File: src/rtl/dmem_arbiter_pkg.sv
// Shared types and default sizes for the data-memory arbiter between the
// core pipeline (CPU) and the network interface (NIC).
package dmem_arbiter_pkg;

  localparam int DATA_WIDTH_DEF   = 64;
  localparam int ADDR_WIDTH_DEF   = 16;
  localparam int LEN_WIDTH_DEF    = 4;
  localparam int STARVE_LIMIT_DEF = 8;

  typedef enum logic {
    ST_IDLE  = 1'b0,
    ST_BURST = 1'b1
  } arb_state_e;

  typedef enum logic {
    PORT_CPU = 1'b0,
    PORT_NIC = 1'b1
  } port_e;

endpackage

File: src/rtl/dmem_arbiter_rr_arb2.sv
// Two-way round-robin pick with a last-winner register; the winner is
// reported back by the caller so grants issued outside arbitration also count.
module rr_arb2
  import dmem_arbiter_pkg::*;
(
  input  logic  clk_i,
  input  logic  rst_ni,
  input  logic  req_cpu_i,
  input  logic  req_nic_i,
  input  logic  win_cpu_i,
  input  logic  win_nic_i,
  output logic  pick_cpu_o,
  output logic  pick_nic_o,
  output port_e last_winner_o
);

  port_e last_q;

  always_comb begin
    pick_cpu_o = 1'b0;
    pick_nic_o = 1'b0;
    if (req_cpu_i && req_nic_i) begin
      pick_cpu_o = (last_q == PORT_NIC);
      pick_nic_o = (last_q == PORT_CPU);
    end else begin
      pick_cpu_o = req_cpu_i;
      pick_nic_o = req_nic_i;
    end
  end

  // Reset to NIC so that the CPU wins the first tie.
  always_ff @(posedge clk_i or negedge rst_ni) begin
    if (!rst_ni) begin
      last_q <= PORT_NIC;
    end else if (win_cpu_i) begin
      last_q <= PORT_CPU;
    end else if (win_nic_i) begin
      last_q <= PORT_NIC;
    end
  end

  assign last_winner_o = last_q;

endmodule

File: src/rtl/dmem_arbiter.sv
// Arbitrates the single-port data memory between CPU single accesses and NIC
// single/burst accesses; a NIC burst owns the memory except for starvation slots.
module dmem_arbiter
  import dmem_arbiter_pkg::*;
#(
  parameter int DATA_WIDTH   = DATA_WIDTH_DEF,
  parameter int ADDR_WIDTH   = ADDR_WIDTH_DEF,
  parameter int LEN_WIDTH    = LEN_WIDTH_DEF,
  parameter int STARVE_LIMIT = STARVE_LIMIT_DEF
) (
  input  logic                  clk,
  input  logic                  rst,
  input  logic                  cpu_req,
  input  logic                  cpu_we,
  input  logic [ADDR_WIDTH-1:0] cpu_addr,
  input  logic [DATA_WIDTH-1:0] cpu_wdata,
  output logic                  cpu_gnt,
  output logic                  cpu_stall,
  output logic [DATA_WIDTH-1:0] cpu_rdata,
  output logic                  cpu_rvalid,
  input  logic                  nic_req,
  input  logic                  nic_we,
  input  logic [ADDR_WIDTH-1:0] nic_addr,
  input  logic [DATA_WIDTH-1:0] nic_wdata,
  input  logic                  nic_burst,
  input  logic [LEN_WIDTH-1:0]  nic_len,
  output logic                  nic_gnt,
  output logic [DATA_WIDTH-1:0] nic_rdata,
  output logic                  nic_rvalid,
  output logic                  nic_burst_done,
  output logic                  mem_en,
  output logic                  mem_we,
  output logic [ADDR_WIDTH-1:0] mem_addr,
  output logic [DATA_WIDTH-1:0] mem_din,
  input  logic [DATA_WIDTH-1:0] mem_dout,
  output arb_state_e            dbg_state_o
);

  localparam int SW = $clog2(STARVE_LIMIT + 1);

  arb_state_e            state_q, state_d;
  logic [LEN_WIDTH-1:0]  beat_cnt_q, beat_cnt_d;
  logic [ADDR_WIDTH-1:0] burst_addr_q, burst_addr_d;
  logic                  burst_we_q, burst_we_d;
  logic [SW-1:0]         starve_cnt_q, starve_cnt_d;
  logic                  cpu_rvalid_q, nic_rvalid_q;
  logic [LEN_WIDTH-1:0]  eff_len;
  logic                  pick_cpu, pick_nic;
  port_e                 last_winner;

  rr_arb2 u_rr_arb2 (
    .clk_i         (clk),
    .rst_ni        (rst),
    .req_cpu_i     (cpu_req),
    .req_nic_i     (nic_req),
    .win_cpu_i     (cpu_gnt),
    .win_nic_i     (nic_gnt),
    .pick_cpu_o    (pick_cpu),
    .pick_nic_o    (pick_nic),
    .last_winner_o (last_winner)
  );

  assign eff_len = (nic_len == '0) ? LEN_WIDTH'(1) : nic_len;

  // Handshake: a requester holds req and its address/data stable until gnt;
  // gnt is the cycle the access reaches memory, read data follows one cycle later.
  always_comb begin
    cpu_gnt        = 1'b0;
    nic_gnt        = 1'b0;
    nic_burst_done = 1'b0;
    state_d        = state_q;
    beat_cnt_d     = beat_cnt_q;
    burst_addr_d   = burst_addr_q;
    burst_we_d     = burst_we_q;
    if (rst) begin
      case (state_q)
        ST_IDLE: begin
          cpu_gnt = pick_cpu;
          nic_gnt = pick_nic;
          if (pick_nic) begin
            if (nic_burst && (eff_len > LEN_WIDTH'(1))) begin
              burst_addr_d = nic_addr + ADDR_WIDTH'(1);
              burst_we_d   = nic_we;
              beat_cnt_d   = eff_len - LEN_WIDTH'(1);
              state_d      = ST_BURST;
            end else begin
              nic_burst_done = nic_burst;
            end
          end
        end
        ST_BURST: begin
          if (!nic_req) begin
            state_d    = ST_IDLE;
            beat_cnt_d = '0;
          end else if (cpu_req && (starve_cnt_q == SW'(STARVE_LIMIT))) begin
            cpu_gnt = 1'b1;
          end else begin
            nic_gnt      = 1'b1;
            burst_addr_d = burst_addr_q + ADDR_WIDTH'(1);
            beat_cnt_d   = beat_cnt_q - LEN_WIDTH'(1);
            if (beat_cnt_q == LEN_WIDTH'(1)) begin
              nic_burst_done = 1'b1;
              state_d        = ST_IDLE;
            end
          end
        end
        default: state_d = ST_IDLE;
      endcase
    end
  end

  always_comb begin
    mem_en   = 1'b0;
    mem_we   = 1'b0;
    mem_addr = '0;
    mem_din  = '0;
    if (cpu_gnt) begin
      mem_en   = 1'b1;
      mem_we   = cpu_we;
      mem_addr = cpu_addr;
      mem_din  = cpu_wdata;
    end else if (nic_gnt) begin
      mem_en   = 1'b1;
      mem_we   = (state_q == ST_BURST) ? burst_we_q : nic_we;
      mem_addr = (state_q == ST_BURST) ? burst_addr_q : nic_addr;
      mem_din  = nic_wdata;
    end
  end

  // Saturating so a long wait cannot wrap past the limit.
  always_comb begin
    starve_cnt_d = '0;
    if (cpu_req && !cpu_gnt) begin
      starve_cnt_d = (starve_cnt_q == SW'(STARVE_LIMIT)) ? starve_cnt_q
                                                         : starve_cnt_q + SW'(1);
    end
  end

  always_ff @(posedge clk or negedge rst) begin
    if (!rst) begin
      state_q      <= ST_IDLE;
      beat_cnt_q   <= '0;
      burst_addr_q <= '0;
      burst_we_q   <= 1'b0;
      starve_cnt_q <= '0;
      cpu_rvalid_q <= 1'b0;
      nic_rvalid_q <= 1'b0;
    end else begin
      state_q      <= state_d;
      beat_cnt_q   <= beat_cnt_d;
      burst_addr_q <= burst_addr_d;
      burst_we_q   <= burst_we_d;
      starve_cnt_q <= starve_cnt_d;
      cpu_rvalid_q <= cpu_gnt & ~cpu_we;
      nic_rvalid_q <= nic_gnt & ~mem_we;
    end
  end

  assign cpu_stall   = cpu_req & ~cpu_gnt;
  assign cpu_rdata   = mem_dout;
  assign nic_rdata   = mem_dout;
  assign cpu_rvalid  = cpu_rvalid_q;
  assign nic_rvalid  = nic_rvalid_q;
  assign dbg_state_o = state_q;

  logic unused_last;
  assign unused_last = (last_winner == PORT_CPU);

endmodule

File: config.mk
export PLATFORM = sky130hd
export DESIGN_NAME = dmem_arbiter
export DESIGN_NICKNAME = d
export VERILOG_FILES = /design/src/rtl/dmem_arbiter_pkg.sv /design/src/rtl/dmem_arbiter_rr_arb2.sv /design/src/rtl/dmem_arbiter.sv
export SDC_FILE = /design/constraint.sdc
export NUM_CORES = 1
export LEC_CHECK = 0
export ABC_AREA = 1
export BUFFER_PORTS_ARGS = -buffer_cell sky130_fd_sc_hd__buf_4
export CAP_MARGIN = 40
export CORE_AREA = 2 2 175 177
export CTS_CLUSTER_SIZE = 12
export DETAILED_ROUTE_END_ITERATION = 16
export DIE_AREA = 0 0 177 179
export SYNTH_ARGS = -nofsm -noshare
export SYNTH_HDL_FRONTEND = slang
export SYNTH_SLANG_ARGS = --single-unit
File: constraint.sdc
create_clock -name clk -period 2.4 [get_ports clk]
set_clock_uncertainty 0.1 [all_clocks]
set_input_delay 0.24 -clock clk [delete_from_list [all_inputs] [get_ports clk]]
set_output_delay 0.24 -clock clk [all_outputs]
set_load 0.005 [all_outputs]
## After elaboration in Yosys (flattened, before gate mapping)

Cells that the tools add are included.
Widths: inputs -> output; s select.

| word-level totals | value |
|---|---|
| memory bits (writable) | 0 |
| memories kept | 0 |
| bits in latches | 0 |
| word-level logic and storage cells | 88 |
| bits in read-only memories | 0 |
| register bits | 29 |

| operators by class | value |
|---|---|
| bitwise gates (word level) | 8 |
| divide/modulo/power cells | 0 |
| reductions and logical operators | 10 |
| multiply operators | 0 |
| $add $sub $neg | 5 |
| shift-type cells | 0 |
| mux-type cells | 48 |
| equal/unequal tests | 8 |
| $lt $le $gt $ge | 1 |

Operators with widths:

| cell | count |
|---|---|
| $mux 64 | 2 |
| $mux 16 | 7 |
| $add 16x1->16 const B | 2 |
| $pmux 16 s2 | 1 |
| $mux 4 | 7 |
| $mux 1 | 26 |
| $ne 2x2->1 const B | 5 |
| $pmux 1 s2 | 4 |
| $pmux 4 s2 | 1 |
| $reduce_and 4->1 | 2 |
| $sub 4x1->4 const B | 2 |
| $not 1->1 | 5 |
| $reduce_and 5->1 | 1 |
| $add 4x1->4 const B | 1 |
| $eq 4x1->1 const B | 1 |
| $eq 4x4->1 const B | 1 |
| $gt 4x1->1 const B | 1 |
| $logic_and 1x1->1 | 4 |
| $logic_not 4->1 | 1 |
| $and 1x1->1 | 3 |
| $ne 3x3->1 const B | 1 |
| $reduce_bool 2->1 | 1 |
| $logic_not 1->1 | 1 |

## Longest topological paths before layout

Gate-level depths: netlist (run 1).

| logic depth | value |
|---|---|
| word-level depth | 10 |
| mapped depth | 14 |
| gate-level depth less buffers | 12 |

## Hierarchy

Synthesis (run 1) repeated with hierarchy kept, for this count alone.

| second synthesis, totals | value |
|---|---|
| cells, all modules | 721 |
| area, all modules | 4337.9 um^2 |

Modules (own cells, without submodules):

| module | seq. area each (um^2) | area an instance (um^2) | times used | cells an instance |
|---|---|---|---|---|
| dmem_arbiter | 700.7 | 4282.9 | 1 | 713 |
| rr_arb2 | 26.3 | 55.1 | 1 | 8 |

## Least setup slack after synthesis (run 1)

OpenSTA, ideal clock, no wires.

| timing | value |
|---|---|
| kind | register to output |
| start point | reg starve_cnt_q[0] |
| end point | out mem_din[37] |
| setup slack | 0.544 ns |
| arrival time | 1.516 ns |
| data required time | 2.060 ns |
| cell stages (with the launch flop) | 11 |
| path through | dfrtp_1 inv_1 ha_1 nand4_1 nand3_1 nand2_2 nand2_4 inv_2 buf_6 buf_6 a22o_1 |

| on the way | value |
|---|---|
| cells in the longest elaborated chain, start to end | 8 |
| elaborated cells on any way between the ends | 12 |
| those cells by class | eq/ne (1); mux (10); reduce/logical (1) |

RTL lines:

| item | RTL line | source |
|---|---|---|
| start, declared | dmem_arbiter.sv:45 | `logic [SW-1:0] starve_cnt_q, starve_cnt_d;` |
| start signal, assigned | dmem_arbiter.sv:153 | `starve_cnt_q <= starve_cnt_d;` |
| $eq 4x4->1 (*) | dmem_arbiter.sv:95 | `end else if (cpu_req && (starve_cnt_q == SW'(STARVE_LIMIT))) begin` |
| $logic_and 1x1->1 (*) | dmem_arbiter.sv:95 |  |
| $mux 1 | dmem_arbiter.sv:95 |  |
| $mux 1 | dmem_arbiter.sv:92 | `if (!nic_req) begin` |
| $pmux 1 s2 | dmem_arbiter.sv:76 | `case (state_q)` |
| $mux 1 | dmem_arbiter.sv:75 | `if (rst) begin` |
| $mux 64 | dmem_arbiter.sv:122 | `end else if (nic_gnt) begin` |
| $mux 64 (*) | dmem_arbiter.sv:117 | `if (cpu_gnt) begin` |
| end, declared | dmem_arbiter.sv:34 | `output logic [DATA_WIDTH-1:0] mem_din,` |

Every way passes the cells marked *; elsewhere a longest branch is shown, timed or not.

## Final worst setup path (run 1)

| timing | value |
|---|---|
| start point | reg starve_cnt_q[0] |
| end point | out mem_we |

| on the way | value |
|---|---|
| cells in the longest elaborated chain, start to end | 8 |
| elaborated cells on any way between the ends | 12 |
| those cells by class | eq/ne (1); mux (10); reduce/logical (1) |

RTL lines:

| item | RTL line | source |
|---|---|---|
| $eq 4x4->1 (*) | dmem_arbiter.sv:95 |  |
| $logic_and 1x1->1 (*) | dmem_arbiter.sv:95 |  |
| $mux 1 | dmem_arbiter.sv:95 |  |
| $mux 1 | dmem_arbiter.sv:92 |  |
| $pmux 1 s2 | dmem_arbiter.sv:76 |  |
| $mux 1 | dmem_arbiter.sv:75 |  |
| $mux 1 | dmem_arbiter.sv:122 |  |
| $mux 1 (*) | dmem_arbiter.sv:117 |  |
| end, declared | dmem_arbiter.sv:32 | `output logic mem_we,` |

Marked as above.

==> results of run 1 <==
==> state kept, by name (all words and copies together) (netlist names) <==
| name | cells |
|---|---|
| burst_we_q | 1 |
| u_rr_arb2.last_winner_o | 1 |
| dbg_state_o | 1 |
| starve_cnt_q | 4 |
| burst_addr_q | 16 |
| cpu_rvalid | 1 |
| beat_cnt_q | 4 |
| nic_rvalid | 1 |
==> path summary, 6_finish.rpt <==
path / startpoint / to / slack, ps / cells past startpoint
min in group asynchronous: rst / beat_cnt_q[1] / 470 / 3
max in group asynchronous: rst / u_rr_arb2.last_winner_o / 1480 / 3
hold / removal: nic_we / burst_we_q / 130 / 3
setup reg to reg: dbg_state_o / burst_addr_q[12] / 350 / 11
setup / recovery: starve_cnt_q[0] / mem_we / 90 / 10
hold reg to reg: burst_addr_q[15] / burst_addr_q[15] / 370 / 2
==> worst max-delay path: stages (launching register included) <==
cell	delay, ps
dfrtp_1	390
inv_2	100
ha_4	160
nand3_4	100
nor2_1	100
nand2_1	90
nand2_4	180
inv_2	60
or2_1	230
and3_1	150
buf_4	130
==> cell families after synthesis <==
group                      share of synthesized area
buffers and inverters                         0.3350
and+or+nand+nor                               0.2564
xor gates and xnor gates                    0.008494
adders and majority gates                    0.01820
AOI/OAI and AO/OA                             0.2057
DFF                                           0.1763
==> cell type report <==
class,count,area [sq um]
antenna,1,2.502
tap,396,495.5
clock inverter,2,10.01
clock buffer,6,128.9
timing repair buffer,273,2122
fill,3358,24280
inverter,55,211.5
multi-input combinational,350,2051
sequential,29,728.2
==> synthesized netlist by cell type, drive strengths merged (2+ instances only) <==
library cell,instances
a22o,64
o21ai,41
nor2,36
buf,152
a21oi,4
or2,4
inv,55
dfrtp,28
o31ai,2
nand2,153
ha,6
nand3,25
xor2,4
nand4,4
==> power groups by stage <==
stage | clock network (mW) | logic (mW) | registers, mW
after floorplan | 0 | 1.41 | 0.766
after global placement | 0 | 2.14 | 0.794
after detailed placement | 0 | 2.15 | 0.797
after CTS | 0.620 | 2.16 | 0.793
after global routing | 0.646 | 2.44 | 0.814
final | 0.603 | 2.17 | 0.793
==> repair_timing <==
item / CTS / global route
gates resized for setup: 1 / 11
cloned: 0 / 1
setup buffers: 0 / 1
hold buffers: 1 / 0
pin swaps: 0 / 1
endpoints found under the setup margin: 2 / 74
endpoints found under the hold margin: 28 / 0
==> metrics by stage <==
stage,instance area (sq um),power [mW],util,instances
after floorplan,4124,2.178,-,587
after detailed placement,5519,2.947,0.1838,1100
after CTS,5669,3.573,0.1888,1109
after global placement,5519,2.931,0.1838,1100
final,5749,3.566,0.1915,1112
after global routing,5749,3.903,0.1915,1112
==> placed cells by master, fill, tap and decap left out, types with 3 or more instances in the layout <==
master,Yosys,routed
nand4_1,4,4
buf_4,136,267
inv_1,44,42
o21ai_1,9,9
nor2_4,3,3
a21oi_1,4,4
nand2_4,6,7
nor2_2,5,5
dfrtp_1,28,27
xor2_1,4,4
clkbuf_16,0,6
inv_2,10,12
or2_2,3,3
nor2_1,27,27
ha_1,6,5
o21ai_2,3,3
a22o_1,64,64
o21ai_0,29,29
nand2_1,128,126
nand2_2,19,20
nand3_1,23,22
==> layer usage <==
| layer | vias up | GRT usage |
|---|---|---|
| met4 | 6 | 0.02893 |
| met5 | - | 0 |
| met2 | 282 | 0.2155 |
| li1 | 2049 | - |
| met3 | 42 | 0.05513 |
| met1 | 1915 | 0.1205 |
==> impl_metrics.py, run 1 <==
metrics = {
    "setup_path": {
        "cp-start-kind": "flop",
        "path_class": "flop to output port",
        "required_ps": 2060,
        "path_max_fanout": 5,
        "cp_data_arrival_time_ps": 1970,
        "end_kind": "output port",
    },
    "power": {
        "internal_power_mw": 2.088,
        "swShare": 0.4146,
        "irDropWorstVdd_mv": 0.2670,
        "p_sw_mw": 1.479,
        "power_frac_comb": 0.609,
        "power.leakage_nw": 2.979,
        "clock_power_share": 0.169,
        "p_seq_frac": 0.222,
        "power_density_nw_per_um2": 620.3,
    },
    "cells_and_area": {
        "nets": 955,
        "drive_above_1_share": 0.4755,
        "area_growth_pct": 39.41,
    },
    "logic_synthesis": {
        "synth_edf_count": 0,
        "ys_warn_count": 0,
        "synth_nets": 828,
        "syn_area_per_cell_sq_um": 7.025,
        "netlist-cell-type-count": 38,
        "synth.top_cells.by_area": "buf_4, dfrtp_1, a22o_1",
        "synthesis.area_sq_um": 4124,
        "yosys.area.top_type": "buf_4",
        "synthCells": 587,
        "yosysSeqAreaShare": 0.1763,
        "ys_ff_latch": 29,
        "ys.flop_type": "dfrtp_1",
        "yosysTopAreaCellShare": 0.2476,
        "synthArstFlopShare": 1.000,
    },
    "floorplanning": {
        "core_area_sq_um": 30030,
        "die_x_um": 177,
        "start_util": 0.1373,
        "io_pins": 452,
        "die_h_um": 179,
        "rows": 64,
        "die-area_sq_um": 31680,
    },
    "drt": {
        "dr_wl_met3_um": 2582,
        "drtIter0Drc": 181,
        "postRouteAntennaNets": 0,
        "vias_per_cell": 3.862,
        "met1Wirelength_um": 7151,
        "via_count": 4294,
        "wl_per_cell_um": 18.71,
        "topRoutingLayerUsed": "met5",
        "drc_errors": 0,
        "met2_length_um": 10540,
        "wirelength_um": 20800,
        "firstDrtPassIters": 4,
    },
    "clock_network": {
        "htreeDepth": 2,
        "worstSkewPairLatency_ps": 270,
        "path_clk_slew_ps": 50,
        "clockBufferDepth": 2,
        "cts.sinks": 29,
        "cts_tree": "built",
        "cts-root-buf": "clkbuf_16",
        "cts_buffers": 5,
    },
    "timing": {
        "hold_slack_ps": 127.0,
        "fmax_mhz": 433.4,
        "fin_setup_tns_ps": 0,
        "post-route-min-period_ps": 2307,
        "worstMarginPinSlew_ps": 494.5,
        "maxSlewViolCount": 0,
        "fin_ws_ps": 92.72,
        "maxSlewHeadroom": 0.6668,
        "finalSetupViolCount": 0,
        "hold_viol": 0,
        "period_share": 0.9614,
    },
    "grt": {
        "first_global_vias": 3917,
        "grt_pass1_wl_um": 26620,
        "grt_usage": 0.1176,
        "grt.overflow.total": 0,
        "grt_max_degree": 57,
        "antenna_found_initial": 6,
    },
    "outcome": {
        "outcome": "completed",
    },
    "placement": {
        "hpwlAfterDp_um": 17580,
        "gp_routability_congestion": 0.7863,
        "port_buffers": 259,
        "pre_cts_slack_ps": 227.6,
    },
    "min_path": {
        "hold_path.class": "primary input to flop",
    },
    "job": {
        "drv_cap": 0,
    },
}
Note: power is estimated with default switching activity, not from simulation.
==> run 2: changes to the inputs <==
--- a/config.mk
+++ b/config.mk
@@ -7,7 +7,7 @@
 export LEC_CHECK = 0
 export ABC_AREA = 1
 export BUFFER_PORTS_ARGS = -buffer_cell sky130_fd_sc_hd__buf_4
-export CAP_MARGIN = 40
+export CAP_MARGIN = 20
 export CORE_AREA = 2 2 175 177
 export CTS_CLUSTER_SIZE = 12
 export DETAILED_ROUTE_END_ITERATION = 16
==> constraint.sdc (replaced) <==
create_clock -name clk -period 2.4 [get_ports clk]
set_clock_uncertainty 0.1 [all_clocks]
set_input_delay 0.48 -clock clk [delete_from_list [all_inputs] [get_ports clk]]
set_output_delay 0.48 -clock clk [all_outputs]
set_load 0.005 [all_outputs]
==> run 2 against run 1 <==
Effect of this change:
- worst hold slack worse by 40 ps
- register-to-register slack worse by 70 ps
- the run now ends with negative setup slack left
- largest cell class unchanged
- critical path depth unchanged
- sequential power down 0.9%
- wire length up 7.8%
- core utilization up 1.7 points
- first-iteration DRC count down 27%
- non-clock buffer count up 28
==> impl_metrics.py, run 2 (synthesized netlist as in run 1, its figures left out) <==
metrics = {
    "drt": {
        "wirelength_um": 22430,
        "postRouteAntennaNets": 0,
        "drtIter0Drc": 132,
        "drc_errors": 0,
        "via_count": 4447,
        "wl_per_cell_um": 19.67,
        "vias_per_cell": 3.901,
        "firstDrtPassIters": 5,
    },
    "power": {
        "power_density_nw_per_um2": 638.3,
        "p_sw_mw": 1.627,
        "internal_power_mw": 2.370,
        "clock_power_share": 0.167,
        "power_frac_comb": 0.636,
        "irDropWorstVdd_mv": 0.2661,
        "p_seq_frac": 0.197,
        "swShare": 0.4069,
        "power.leakage_nw": 3.259,
    },
    "cells_and_area": {
        "reg_top3": "burst_addr_q: 16 flops, beat_cnt_q: 4 flops, starve_cnt_q: 4 flops",
        "fillers": 3347,
        "area_growth_pct": 51.85,
        "regMostFlops": "burst_addr_q",
        "nets": 983,
        "mostFrequentLayoutCell": "buf_4",
        "final_util": 0.2085,
        "final-seq-area_sq_um": 728.2,
        "layoutNonFillerInstCount": 1140,
        "largest_reg_flops": 16,
        "most-common-layout-cells": "buf_4, nand2_1, a22o_1",
        "drive_above_1_share": 0.5330,
        "multi_input_area_sq_um": 2181,
    },
    "placement": {
        "gp_routability_congestion": 0.8168,
        "hpwlAfterDp_um": 18010,
        "place_inst": 1107,
        "pre_cts_slack_ps": 42.00,
        "port_buffers": 259,
    },
    "clock_network": {
        "cts-root-buf": "clkbuf_16",
        "cts_buffers": 5,
        "htreeDepth": 2,
        "cts_tree": "built",
        "path_clk_slew_ps": 50,
        "worstSkewPairLatency_ps": 270,
        "clockBufferDepth": 2,
        "cts.sinks": 29,
    },
    "job": {
        "drv_cap": 0,
    },
    "grt": {
        "antenna_found_initial": 5,
        "grt_max_degree": 45,
        "grt.overflow.total": 0,
        "first_global_vias": 4088,
        "grt_pass1_wl_um": 27970,
        "grt_usage": 0.1244,
    },
    "setup_path": {
        "slowest_delay_ps": 390,
        "cp_num_cells": 10,
        "cp_cell_sequence": "inv_2, ha_4, nand4_1, nand3_1, nand2_2, nand2_4, inv_8, buf_12, a22o_1, buf_4",
        "regToRegEndpoint": "burst_addr_q[12]",
        "path_max_fanout": 7,
        "cp_slowest_cell": "dfrtp_1",
        "cpLargestDelayFamily": "buffers and inverters",
        "reg2reg_from": "dbg_state_o",
        "reg2reg_slack_ps": 280,
        "cp-start-kind": "flop",
        "crit_buf_inv": 4,
        "cp_data_arrival_time_ps": 1940,
        "path_class": "flop to output port",
        "rr_worst_depth": 12,
        "end_kind": "output port",
        "required_ps": 1820,
    },
    "timing": {
        "maxSlewHeadroom": 0.6150,
        "hold_viol": 0,
        "fmax_mhz": 396.2,
        "period_share": 1.052,
        "maxSlewViolCount": 0,
        "fin_ws_ps": -123.8,
        "worstMarginPinSlew_ps": 571.5,
        "finalSetupViolCount": 74,
        "post-route-min-period_ps": 2524,
        "hold_slack_ps": 86.74,
        "fin_setup_tns_ps": -5614,
        "rsz0062_at_grt": "yes",
    },
    "floorplanning": {
        "rows": 64,
        "die-area_sq_um": 31680,
        "start_util": 0.1373,
        "core_area_sq_um": 30030,
        "die_x_um": 177,
        "die_h_um": 179,
        "io_pins": 452,
    },
    "min_path": {
        "hold_path.class": "primary input to async pin",
    },
    "outcome": {
        "violations": "negative setup slack",
        "outcome": "finished, violations left",
    },
}
[run 2: cell types whose count changed in the layout (fill, tap and decap cells not counted), moves of 4 or more]
cell	delta
nand2_1	-10
o21ai_2	+13
o21ai_0	-11
nand2_2	+4
buf_4	+18
nand2_4	+5
[run 2: area by class of cell]
type,count,area share
Sequential cell,29,0.1163
Clock buffer,7,0.02438
Tap cell,396,0.07912
Inverter,55,0.03576
Timing Repair Buffer,301,0.3950
Multi-Input combinational cell,350,0.3483
Clock inverter,1,0.0007992
Antenna cell,1,0.0003996
[run 2: power groups by stage]
stage / registers [mW] / logic, mW / clock network [mW]
after floorplan: 0.766 / 1.41 / 0
after global placement: 0.785 / 2.17 / 0
after detailed placement: 0.792 / 2.20 / 0
after CTS: 0.787 / 2.42 / 0.686
after global routing: 0.815 / 2.79 / 0.704
final: 0.786 / 2.54 / 0.668
[run 2: stage by stage]
| stage | total power, mW | cell area (sq um) |
|---|---|---|
| after floorplan | 2.178 | 4124 |
| after global placement | 2.954 | 5584 |
| after detailed placement | 2.991 | 5584 |
| after CTS | 3.896 | 5987 |
| after global routing | 4.310 | 6262 |
| final | 3.997 | 6262 |
[run 2: layer usage]
| layer | wire length [um] | vias to the layer above | global-route usage |
|---|---|---|---|
| li1 | - | 2112 | - |
| met1 | 7510 | 1990 | 0.1229 |
| met2 | 11750 | 298 | 0.2390 |
| met3 | 2633 | 43 | 0.05365 |
| met4 | 504 | 4 | 0.02652 |
| met5 | 32 | - | 0 |
[run 2: worst max path at each step]
stage,endpoint,slack (ps),startpoint
global placement,mem_din[30],60,rst
CTS,mem_din[5],-100,starve_cnt_q[0]
global route,mem_we,-190,starve_cnt_q[0]
finish,mem_din[5],-120,starve_cnt_q[0]
detailed placement,mem_din[5],40,rst
floorplan,mem_din[37],300,starve_cnt_q[0]
[run 2: repair_timing]
item / in CTS / in global routing
setup endpoints to repair: 82 / 82
hold buffers: 0 / 0
pin swaps: 11 / 6
buffers inserted: 11 / 8
gates cloned: 4 / 3
resized for setup: 29 / 41
==> run 3: changes to the inputs <==
--- a/config.mk
+++ b/config.mk
@@ -12,6 +12,7 @@
 export CTS_CLUSTER_SIZE = 12
 export DETAILED_ROUTE_END_ITERATION = 16
 export DIE_AREA = 0 0 177 179
+export SETUP_SLACK_MARGIN = 0.05
 export SYNTH_ARGS = -nofsm -noshare
 export SYNTH_HDL_FRONTEND = slang
 export SYNTH_SLANG_ARGS = --single-unit
==> run 3 against run 2 <==
Effect of this change:
- the run still ends with negative setup slack left
- worst setup slack improved by 1.7 ps
- cell count increased by 0.26%
- clock-buffer cell count unchanged
- global-route usage about the same
- core utilization increased by 0.18 points
- combinational power about the same
- sequential share of layout area decreased by 0.10 points
- wire length decreased by 0.13%
- critical path depth unchanged
- largest power group unchanged
- clock power decreased by 0.6%
==> impl_metrics.py, run 3 (synthesized netlist as in run 1, its figures left out) <==
metrics = {
    "clock_network": {
        "path_clk_slew_ps": 50,
        "htreeDepth": 2,
        "cts-root-buf": "clkbuf_16",
        "clockBufferDepth": 2,
        "cts.sinks": 29,
        "cts_buffers": 5,
        "cts_tree": "built",
        "worstSkewPairLatency_ps": 270,
    },
    "cells_and_area": {
        "final-seq-area_sq_um": 728.2,
        "mostFrequentLayoutCell": "buf_4",
        "final_design_area_no_fill_sq_um": 6317,
        "nets": 986,
        "drive_above_1_share": 0.5322,
        "most-common-layout-cells": "buf_4, nand2_1, a22o_1",
        "multi_input_area_sq_um": 2181,
        "largest_reg_flops": 16,
        "regMostFlops": "burst_addr_q",
        "reg_top3": "burst_addr_q: 16 flops, beat_cnt_q: 4 flops, starve_cnt_q: 4 flops",
        "area_growth_pct": 53.19,
        "fillers": 3343,
    },
    "grt": {
        "grt_pass1_wl_um": 27970,
        "grt_max_degree": 45,
        "grt_usage": 0.1244,
        "grt.overflow.total": 0,
        "first_global_vias": 4101,
        "antenna_found_initial": 5,
    },
    "setup_path": {
        "end_kind": "output port",
        "required_ps": 1820,
        "cpLargestDelayFamily": "buffers and inverters",
        "crit_buf_inv": 4,
        "path_class": "flop to output port",
        "crit_start": "starve_cnt_q[0]",
        "reg2reg_from": "dbg_state_o",
        "cp_num_cells": 10,
        "slowest_delay_ps": 390,
        "cp_cell_sequence": "inv_2, ha_4, nand4_1, nand3_1, nand2_2, nand2_4, inv_8, buf_12, a22o_1, buf_4",
        "rr_worst_depth": 12,
        "cp_data_arrival_time_ps": 1940,
        "path_max_fanout": 7,
        "cp_slowest_cell": "dfrtp_1",
        "cp-start-kind": "flop",
    },
    "power": {
        "power_mw": 4.023,
        "internal_power_mw": 2.391,
        "power_frac_comb": 0.639,
        "p_seq_frac": 0.196,
        "p_sw_mw": 1.632,
        "clock_power_share": 0.165,
        "irDropWorstVdd_mv": 0.2541,
        "swShare": 0.4058,
        "power_density_nw_per_um2": 636.8,
        "power.leakage_nw": 3.290,
    },
    "timing": {
        "maxSlewHeadroom": 0.7389,
        "hold_slack_ps": 95.24,
        "rsz0062_at_grt": "yes",
        "hold_viol": 0,
        "period_share": 1.051,
        "maxSlewViolCount": 0,
        "post-route-min-period_ps": 2522,
        "fin_ws_ps": -122.1,
        "worstMarginPinSlew_ps": 389.1,
        "fmax_mhz": 396.5,
        "finalSetupViolCount": 74,
    },
    "floorplanning": {
        "core_area_sq_um": 30030,
        "die-area_sq_um": 31680,
        "rows": 64,
        "die_h_um": 179,
        "start_util": 0.1373,
        "io_pins": 452,
        "die_x_um": 177,
    },
    "drt": {
        "firstDrtPassIters": 6,
        "postRouteAntennaNets": 0,
        "wirelength_um": 22400,
        "drc_errors": 0,
        "wl_per_cell_um": 19.60,
        "drtIter0Drc": 151,
        "vias_per_cell": 3.908,
        "via_count": 4467,
    },
    "job": {
        "drv_cap": 0,
    },
    "outcome": {
        "outcome": "finished, violations left",
        "violations": "negative setup slack",
    },
    "placement": {
        "port_buffers": 259,
        "hpwlAfterDp_um": 18010,
        "gp_routability_congestion": 0.8168,
        "placed_area_sq_um": 5584,
    },
    "min_path": {
        "hold_path.class": "primary input to async pin",
    },
}
run 3: cell types whose count changed in the layout (fill, tap and decap cells not counted), sizes merged:
cell,previous run,this run
buf,297,300
run 3: power by group through the flow:
stage	clock network (mW)	registers, mW	logic [mW]
after global routing	0.706	0.815	2.81
after CTS	0.686	0.787	2.44
after detailed placement	0	0.792	2.20
after floorplan	0	0.766	1.41
after global placement	0	0.785	2.17
final	0.664	0.788	2.57
run 3: cell type report:
type | count | area share
Clock inverter | 1 | 0.0007922
Sequential cell | 29 | 0.1153
Tap cell | 396 | 0.07843
Timing Repair Buffer | 304 | 0.4003
Clock buffer | 7 | 0.02416
Inverter | 55 | 0.03545
Antenna cell | 1 | 0.0003961
Multi-Input combinational cell | 350 | 0.3452
run 3: final timing paths:
check / to / slack (ps)
worst min register to register: burst_addr_q[15] / 380
worst max-delay path: mem_din[5] / -120
worst max register to register: burst_addr_q[12] / 300
min in group clk: burst_we_q / 370
worst min-delay path: dbg_state_o / 100
max in group asynchronous: u_rr_arb2.last_winner_o / 1860
run 3: per-stage QoR:
| stage | utilization | std cells | TNS (ps) | setup WS, ps |
|---|---|---|---|---|
| 2_1_floorplan | - | 587 | 0 | 304.5 |
| 6_report | 0.2104 | 1143 | -5424 | -122.1 |
| 3_3_place_gp | 0.1860 | 1107 | 0 | 63.52 |
| 3_5_place_dp | 0.1860 | 1107 | 0 | 42.00 |
| 5_1_grt | 0.2104 | 1143 | -11350 | -179.6 |
| 4_1_cts | 0.2003 | 1129 | -3646 | -96.14 |
run 3: routing by layer:
| metal | GRT usage | part of all wire | up-vias |
|---|---|---|---|
| met5 | 0 | 0.0014 | - |
| met4 | 0.02652 | 0.021 | 4 |
| met3 | 0.05365 | 0.12 | 41 |
| met2 | 0.2390 | 0.53 | 296 |
| met1 | 0.1230 | 0.34 | 2011 |
| li1 | - | - | 2115 |
run 3: repair_timing:
action,in CTS,in global routing
pin swaps,11,7
setup endpoints to repair,84,83
resized for setup,34,38
cloned,4,3
hold buffers,0,0
buffers inserted,12,10
